File: src/rtl/coffee_order_sequencer_if.sv
// Signal bundle joining the host panel, coffee_order_sequencer and the vending machine core.
// master = sequencer side, slave = host/machine side.
interface coffee_order_sequencer_if #(
  parameter int CUP_W = 4
);
  // host side
  logic             start;
  logic [CUP_W-1:0] num_cups;
  logic             busy;
  logic             done;
  logic             error;
  logic [CUP_W-1:0] cups_served;
  logic [7:0]       coins_spent;
  // machine side
  logic             coin;
  logic             buy;
  logic             coffee;
  logic             refund;

  modport master (
    input  start, num_cups, coffee, refund,
    output coin, buy, busy, done, error, cups_served, coins_spent
  );

  modport slave (
    output start, num_cups, coffee, refund,
    input  coin, buy, busy, done, error, cups_served, coins_spent
  );
endinterface

File: src/rtl/coffee_order_sequencer.sv
// Customer-side initiator for the coffee vending machine: inserts coins, issues buys, counts results.
// Optional feature: define ORDER_RETRY_EN to retry a cup after a refund (up to MAX_RETRY times).
module coffee_order_sequencer #(
  parameter int COINS_PER_CUP = 3,
  parameter int CUP_W         = 4,
  parameter int TIMEOUT       = 15,
  parameter int MAX_RETRY     = 2
) (
  input  logic                     clk,
  input  logic                     rst_n,
  coffee_order_sequencer_if.master bus
);

  // Coin counter holds 0..COINS_PER_CUP-1, timer holds 0..TIMEOUT-1.
  localparam int COIN_W  = (COINS_PER_CUP < 2) ? 1 : $clog2(COINS_PER_CUP);
  localparam int TIMER_W = (TIMEOUT < 2) ? 1 : $clog2(TIMEOUT);

  localparam logic [COIN_W-1:0]  COIN_LAST  = COIN_W'(COINS_PER_CUP - 1);
  localparam logic [TIMER_W-1:0] TIMER_LAST = TIMER_W'(TIMEOUT - 1);

  typedef enum logic [2:0] {
    IDLE,
    INSERT,
    BUY,
    WAIT,
    DONE,
    ERR
  } state_t;

  state_t             state;
  state_t             state_nxt;
  logic [COIN_W-1:0]  coin_cnt;
  logic [TIMER_W-1:0] timer;
  logic [CUP_W-1:0]   num_cups_q;
  logic [CUP_W-1:0]   cups_served_q;
  logic [7:0]         coins_spent_q;
  logic               error_q;

  logic               accept;
  logic               cup_ok;

`ifdef ORDER_RETRY_EN
  localparam int RETRY_W = (MAX_RETRY < 1) ? 1 : $clog2(MAX_RETRY + 1);
  localparam logic [RETRY_W-1:0] RETRY_LIMIT = RETRY_W'(MAX_RETRY);

  logic [RETRY_W-1:0] retry_cnt;
  logic               retry_take;
`else
  // The retry limit only matters when retries exist; fold it away here.
  logic unused_max_retry;
  assign unused_max_retry = ^MAX_RETRY;
`endif

  // Next-state logic. coffee is tested before refund, so a simultaneous pair counts as coffee.
  always_comb begin
    // NOTE: every signal written here gets a default first so no path leaves it unassigned (no latches).
    state_nxt = state;
    accept    = 1'b0;
    cup_ok    = 1'b0;
`ifdef ORDER_RETRY_EN
    retry_take = 1'b0;
`endif
    unique case (state)
      IDLE: begin
        if (bus.start) begin
          accept    = 1'b1;
          state_nxt = (bus.num_cups == '0) ? DONE : INSERT;
        end
      end
      INSERT: begin
        if (coin_cnt == COIN_LAST) state_nxt = BUY;
      end
      BUY: begin
        state_nxt = WAIT;
      end
      WAIT: begin
        if (bus.coffee) begin
          cup_ok    = 1'b1;
          state_nxt = ((cups_served_q + CUP_W'(1)) == num_cups_q) ? DONE : INSERT;
        end else if (bus.refund) begin
`ifdef ORDER_RETRY_EN
          if (retry_cnt < RETRY_LIMIT) begin
            retry_take = 1'b1;
            state_nxt  = INSERT;
          end else begin
            state_nxt  = ERR;
          end
`else
          state_nxt = ERR;
`endif
        end else if (timer == TIMER_LAST) begin
          state_nxt = ERR;
        end
      end
      DONE:    state_nxt = IDLE;
      ERR:     state_nxt = IDLE;
      default: state_nxt = IDLE;
    endcase
  end

  always_ff @(posedge clk) begin
    if (!rst_n) begin
      // NOTE: the latched num_cups is reset too, so nothing is undefined after reset.
      state         <= IDLE;
      coin_cnt      <= '0;
      timer         <= '0;
      num_cups_q    <= '0;
      cups_served_q <= '0;
      coins_spent_q <= '0;
      error_q       <= 1'b0;
    end else begin
      // NOTE: non-blocking assignments, so every register samples pre-edge values.
      state <= state_nxt;

      // Coin counter runs only while INSERT continues, so it is zero on every entry.
      if (state == INSERT && state_nxt == INSERT) coin_cnt <= coin_cnt + COIN_W'(1);
      else                                        coin_cnt <= '0;

      if (state == WAIT) timer <= timer + TIMER_W'(1);
      else               timer <= '0;

      if (accept) begin
        num_cups_q    <= bus.num_cups;
        cups_served_q <= '0;
        coins_spent_q <= '0;
        error_q       <= 1'b0;
      end else begin
        if (cup_ok) cups_served_q <= cups_served_q + CUP_W'(1);
        if (state == INSERT && coins_spent_q != 8'hFF) coins_spent_q <= coins_spent_q + 8'd1;
        if (state_nxt == ERR) error_q <= 1'b1;
      end
    end
  end

`ifdef ORDER_RETRY_EN
  always_ff @(posedge clk) begin
    if (!rst_n)                  retry_cnt <= '0;
    else if (accept || cup_ok)   retry_cnt <= '0;
    else if (retry_take)         retry_cnt <= retry_cnt + RETRY_W'(1);
  end
`endif

  // Moore outputs decoded from the state register.
  assign bus.coin        = (state == INSERT);
  assign bus.buy         = (state == BUY);
  assign bus.busy        = (state != IDLE);
  assign bus.done        = (state == DONE) || (state == ERR);
  assign bus.error       = error_q;
  assign bus.cups_served = cups_served_q;
  assign bus.coins_spent = coins_spent_q;

endmodule
File: src/flat_wrapper.sv
// flat-port wrapper written by rule: the top's interface ports become plain ports
module coffee_order_sequencer_flat 
#(
  parameter int COINS_PER_CUP = 3,
  parameter int CUP_W         = 4,
  parameter int TIMEOUT       = 15,
  parameter int MAX_RETRY     = 2
)
  (clk, rst_n, bus_start, bus_num_cups, bus_coffee, bus_refund, bus_coin, bus_buy, bus_busy, bus_done, bus_error, bus_cups_served, bus_coins_spent);
  coffee_order_sequencer_if #(.CUP_W(CUP_W)) bus_i ();
  input  logic clk;
  input  logic rst_n;
  input wire logic [$bits(bus_i.start)-1:0] bus_start;
  input wire logic [$bits(bus_i.num_cups)-1:0] bus_num_cups;
  input wire logic [$bits(bus_i.coffee)-1:0] bus_coffee;
  input wire logic [$bits(bus_i.refund)-1:0] bus_refund;
  output wire logic [$bits(bus_i.coin)-1:0] bus_coin;
  output wire logic [$bits(bus_i.buy)-1:0] bus_buy;
  output wire logic [$bits(bus_i.busy)-1:0] bus_busy;
  output wire logic [$bits(bus_i.done)-1:0] bus_done;
  output wire logic [$bits(bus_i.error)-1:0] bus_error;
  output wire logic [$bits(bus_i.cups_served)-1:0] bus_cups_served;
  output wire logic [$bits(bus_i.coins_spent)-1:0] bus_coins_spent;
  assign bus_i.start = bus_start;
  assign bus_i.num_cups = bus_num_cups;
  assign bus_i.coffee = bus_coffee;
  assign bus_i.refund = bus_refund;
  assign bus_coin = bus_i.coin;
  assign bus_buy = bus_i.buy;
  assign bus_busy = bus_i.busy;
  assign bus_done = bus_i.done;
  assign bus_error = bus_i.error;
  assign bus_cups_served = bus_i.cups_served;
  assign bus_coins_spent = bus_i.coins_spent;
  coffee_order_sequencer #(.COINS_PER_CUP(COINS_PER_CUP), .CUP_W(CUP_W), .TIMEOUT(TIMEOUT), .MAX_RETRY(MAX_RETRY)) u_core (.clk(clk), .rst_n(rst_n), .bus(bus_i));
endmodule
File: config.mk
export PLATFORM = sky130hd
export DESIGN_NAME = coffee_order_sequencer_flat
export DESIGN_NICKNAME = d
export VERILOG_FILES = /design/src/rtl/coffee_order_sequencer_if.sv /design/src/rtl/coffee_order_sequencer.sv /design/src/flat_wrapper.sv
export SDC_FILE = /design/constraint.sdc
export NUM_CORES = 1
export LEC_CHECK = 0
export CAP_MARGIN = 15
export CORE_MARGIN = 2
export CORE_UTILIZATION = 45
export DETAILED_ROUTE_END_ITERATION = 7
export PLACE_DENSITY = 0.74
export SETUP_SLACK_MARGIN = 0.4
export SKIP_CTS_REPAIR_TIMING = 1
export SYNTH_ARGS = -nofsm -noshare
export SYNTH_HDL_FRONTEND = slang
export SYNTH_SLANG_ARGS = --single-unit
File: constraint.sdc
create_clock -name clk -period 1.8 [get_ports clk]
set_clock_uncertainty 0.1 [all_clocks]
set_input_delay 0.36 -clock clk [delete_from_list [all_inputs] [get_ports clk]]
set_output_delay 0.36 -clock clk [all_outputs]
set_load 0.005 [all_outputs]
==> run metrics <==
outcome=finished with violations; failing checks=negative setup slack; overall routing resource usage=18.6%; first-pass GRT wire length=4.75 mm; CTS Buffer Depth=2; number of port buffers=25; post-route insts no fill=225; H-tree depth=1; DR pass1 iterations=4; worst vdd ir=0.541 mV; initial antenna violation count=0; max cap viols=0; Num CTS Buffers=3; post-route ant nets=0; CP max FO=5; HP Class=in -> reg; Residual DRC=0; Ant. Diodes=0; synthesized area per cell=9.19 um2; asr flop ratio synth=0%; CP startpoint kind=flip-flop; clock sink total=26; Tot Pwr=~1.2 mW; Least-Margin Pin Slew=between 0.3 and 0.4 ns; Placer Congestion=roughly 0.76; Yosys reg bits=26; # setup viols final=1; Min Hold Slack=approximately 0.26 ns; Final nets=around 210; WL final=3.58 mm; Initial DRC Count=33; gr ovfl total=0; Fmax=550 MHz; Die Area=between 3000 and 4000 um2; setup slack, reg-to-reg=-0.02 ns; share of post-route cells with drive strength above 1=43.3%; hpwl dp=2.07 mm; # rows=19; most frequent cells in the layout=buf_4, nor2_1, dlymetal6s2s_1, dfxtp_2, xnor2_1; Via-to-Cell Ratio=5.36; Syn Std Cell Area=between 1000 and 1500 um2; hold endpoint=u_core.num_cups_q[3]; Die W=56.9 um; Hold Path Origin=bus_num_cups[3]; most common cell after layout, fill and taps aside=buf_4; Synth Flop Type=dfxtp_1; Setup CP Type=reg -> reg; area delta synth->final=62.6%; Die Span Y=56.9 um; fin crit share=101%; clk_lat worst skew=0.33 ns; Distinct cells, synth=37; Reg-to-Reg Start=u_core.state[0]; P_leak=0.975 nW; Post-synth EDFFs=0; post-synthesis adder-cell area fraction=4.97%; Ports=26; RSZ-0062 raised after global routing=yes; Fin. Hold Viols=0; Synth Area in Simple Gates=25.5%; WL/cell=15.9 um; yosys warns=0; multiplexer share of the synthesized area=roughly 4%; Mapped Nets=~150; XOR/XNOR share of the synthesized area=11.8%; Finished Core Util=75.5%; Slew Viols, Final=0; Initial Util=46.4%; largest net degree at the start of global routing=16; vias in the first global route=1,131; Gate Count Post-Synth=about 140; CTS tree=yes; Worst R2R End=u_core.bus.error; Critical Path RT=1.96 ns; root buf cell=clkbuf_4; critical path arrival=between 1.5 and 2 ns; CP Capture Type=flip-flop; final setup margin=-0.0194 ns; fillers=179; R2R cell count=6; crit path time final=1.82 ns; pre-CTS setup slack=-0.381 ns; vias after detailed routing=1,205; Core Footprint=2710 um2; placed insts=between 200 and 250; largest family of logic cells by synthesized area=simple AND/OR/NAND/NOR gates; register area share after synthesis=approximately 41%; Worst-path clk slew=0.15 ns; Synth Area in Compound Gates=around a tenth; Power Density=594 nW/um2; WHS Path Cells=3; Max-slew headroom=79.8%
how the worst max path moves through the flow:
stage                     cells past startpoint                to            start  slack (ns)
after CTS                                     2          bus_busy  u_core.state[0]       -0.26
final                                         6  u_core.bus.error  u_core.state[0]       -0.02
after global routing                          6  u_core.bus.error  u_core.state[0]       -0.07
after global placement                        5  u_core.bus.error  bus_num_cups[0]       -0.33
after detailed placement                      5  u_core.bus.error  bus_num_cups[0]       -0.38
after floorplan                               4  u_core.bus.error  bus_num_cups[0]        0.14
sequential cells by signal (all words and copies together), names as in the netlist:
name	count
u_core.timer	4
u_core.bus.error	1
u_core.num_cups_q	4
u_core.bus.cups_served	4
u_core.state	3
u_core.bus.coins_spent	8
u_core.coin_cnt	2
stage by stage:
step | area (um2) | setup TNS [ns]
CTS | 1710 | -0.792
floorplan | 1300 | 0
global placement | 1660 | -0.741
global route | 2050 | -0.0764
detailed placement | 1660 | -0.899
finish | 2050 | -0.0194
synthesized netlist by cell type, types with 3 or more instances:
| cell type | number | share of area [%] |
|---|---|---|
| nand2_1 | 7 | 2.1 |
| mux2i_1 | 5 | 4.0 |
| dfxtp_1 | 26 | 41 |
| a21oi_1 | 3 | 1.2 |
| xnor2_1 | 11 | 7.7 |
| ha_1 | 5 | 5.0 |
| xor2_1 | 6 | 4.2 |
| nor2b_1 | 6 | 3.0 |
| nand3_1 | 7 | 2.8 |
| nor2_1 | 21 | 6.3 |
| inv_1 | 5 | 1.5 |
| nor3_1 | 3 | 1.2 |
| nand2b_1 | 3 | 1.5 |
routing by layer:
metal | vias up | wire [um] | global-route usage (%)
li1 | 579 | - | -
met2 | 29 | 1950 | 33.7
met3 | 11 | 135 | 3.46
met5 | - | 0 | 0
met1 | 586 | 1390 | 21.2
met4 | 0 | 96 | 6.98
final cells by class:
type | instances | area [um2] | share of cell area (%)
clock buffers | 3 | 22.5 | 1.10
multi-input cells | 103 | 838 | 41.0
flip-flops and latches | 26 | 557 | 27.2
clock inverters | 1 | 30.0 | 1.47
inverters | 6 | 25.0 | 1.22
repair buffers | 55 | 536 | 26.2
well taps | 31 | 38.8 | 1.89
critical path: stages, from the launching register on:
cell      delay [ns]
dfxtp_4         0.38
buf_6           0.12
and2b_4         0.18
buf_6           0.12
a221oi_2        0.25
or3b_4          0.40
o32ai_2         0.19
cells by family after synthesis:
logic type,after synthesis
simple gates,62
buf+inv,8
compound gates,14
fa+ha+maj,5
xor+xnor,17
flops,26
mux,5
where the power goes:
part / internal (mW) / total, mW / switching (mW)
registers: 0.582 / 0.596 / 0.0133
clock network: 0.225 / 0.410 / 0.184
logic: 0.116 / 0.210 / 0.0943
No activity file was read; power rests on OpenSTA's default activity.
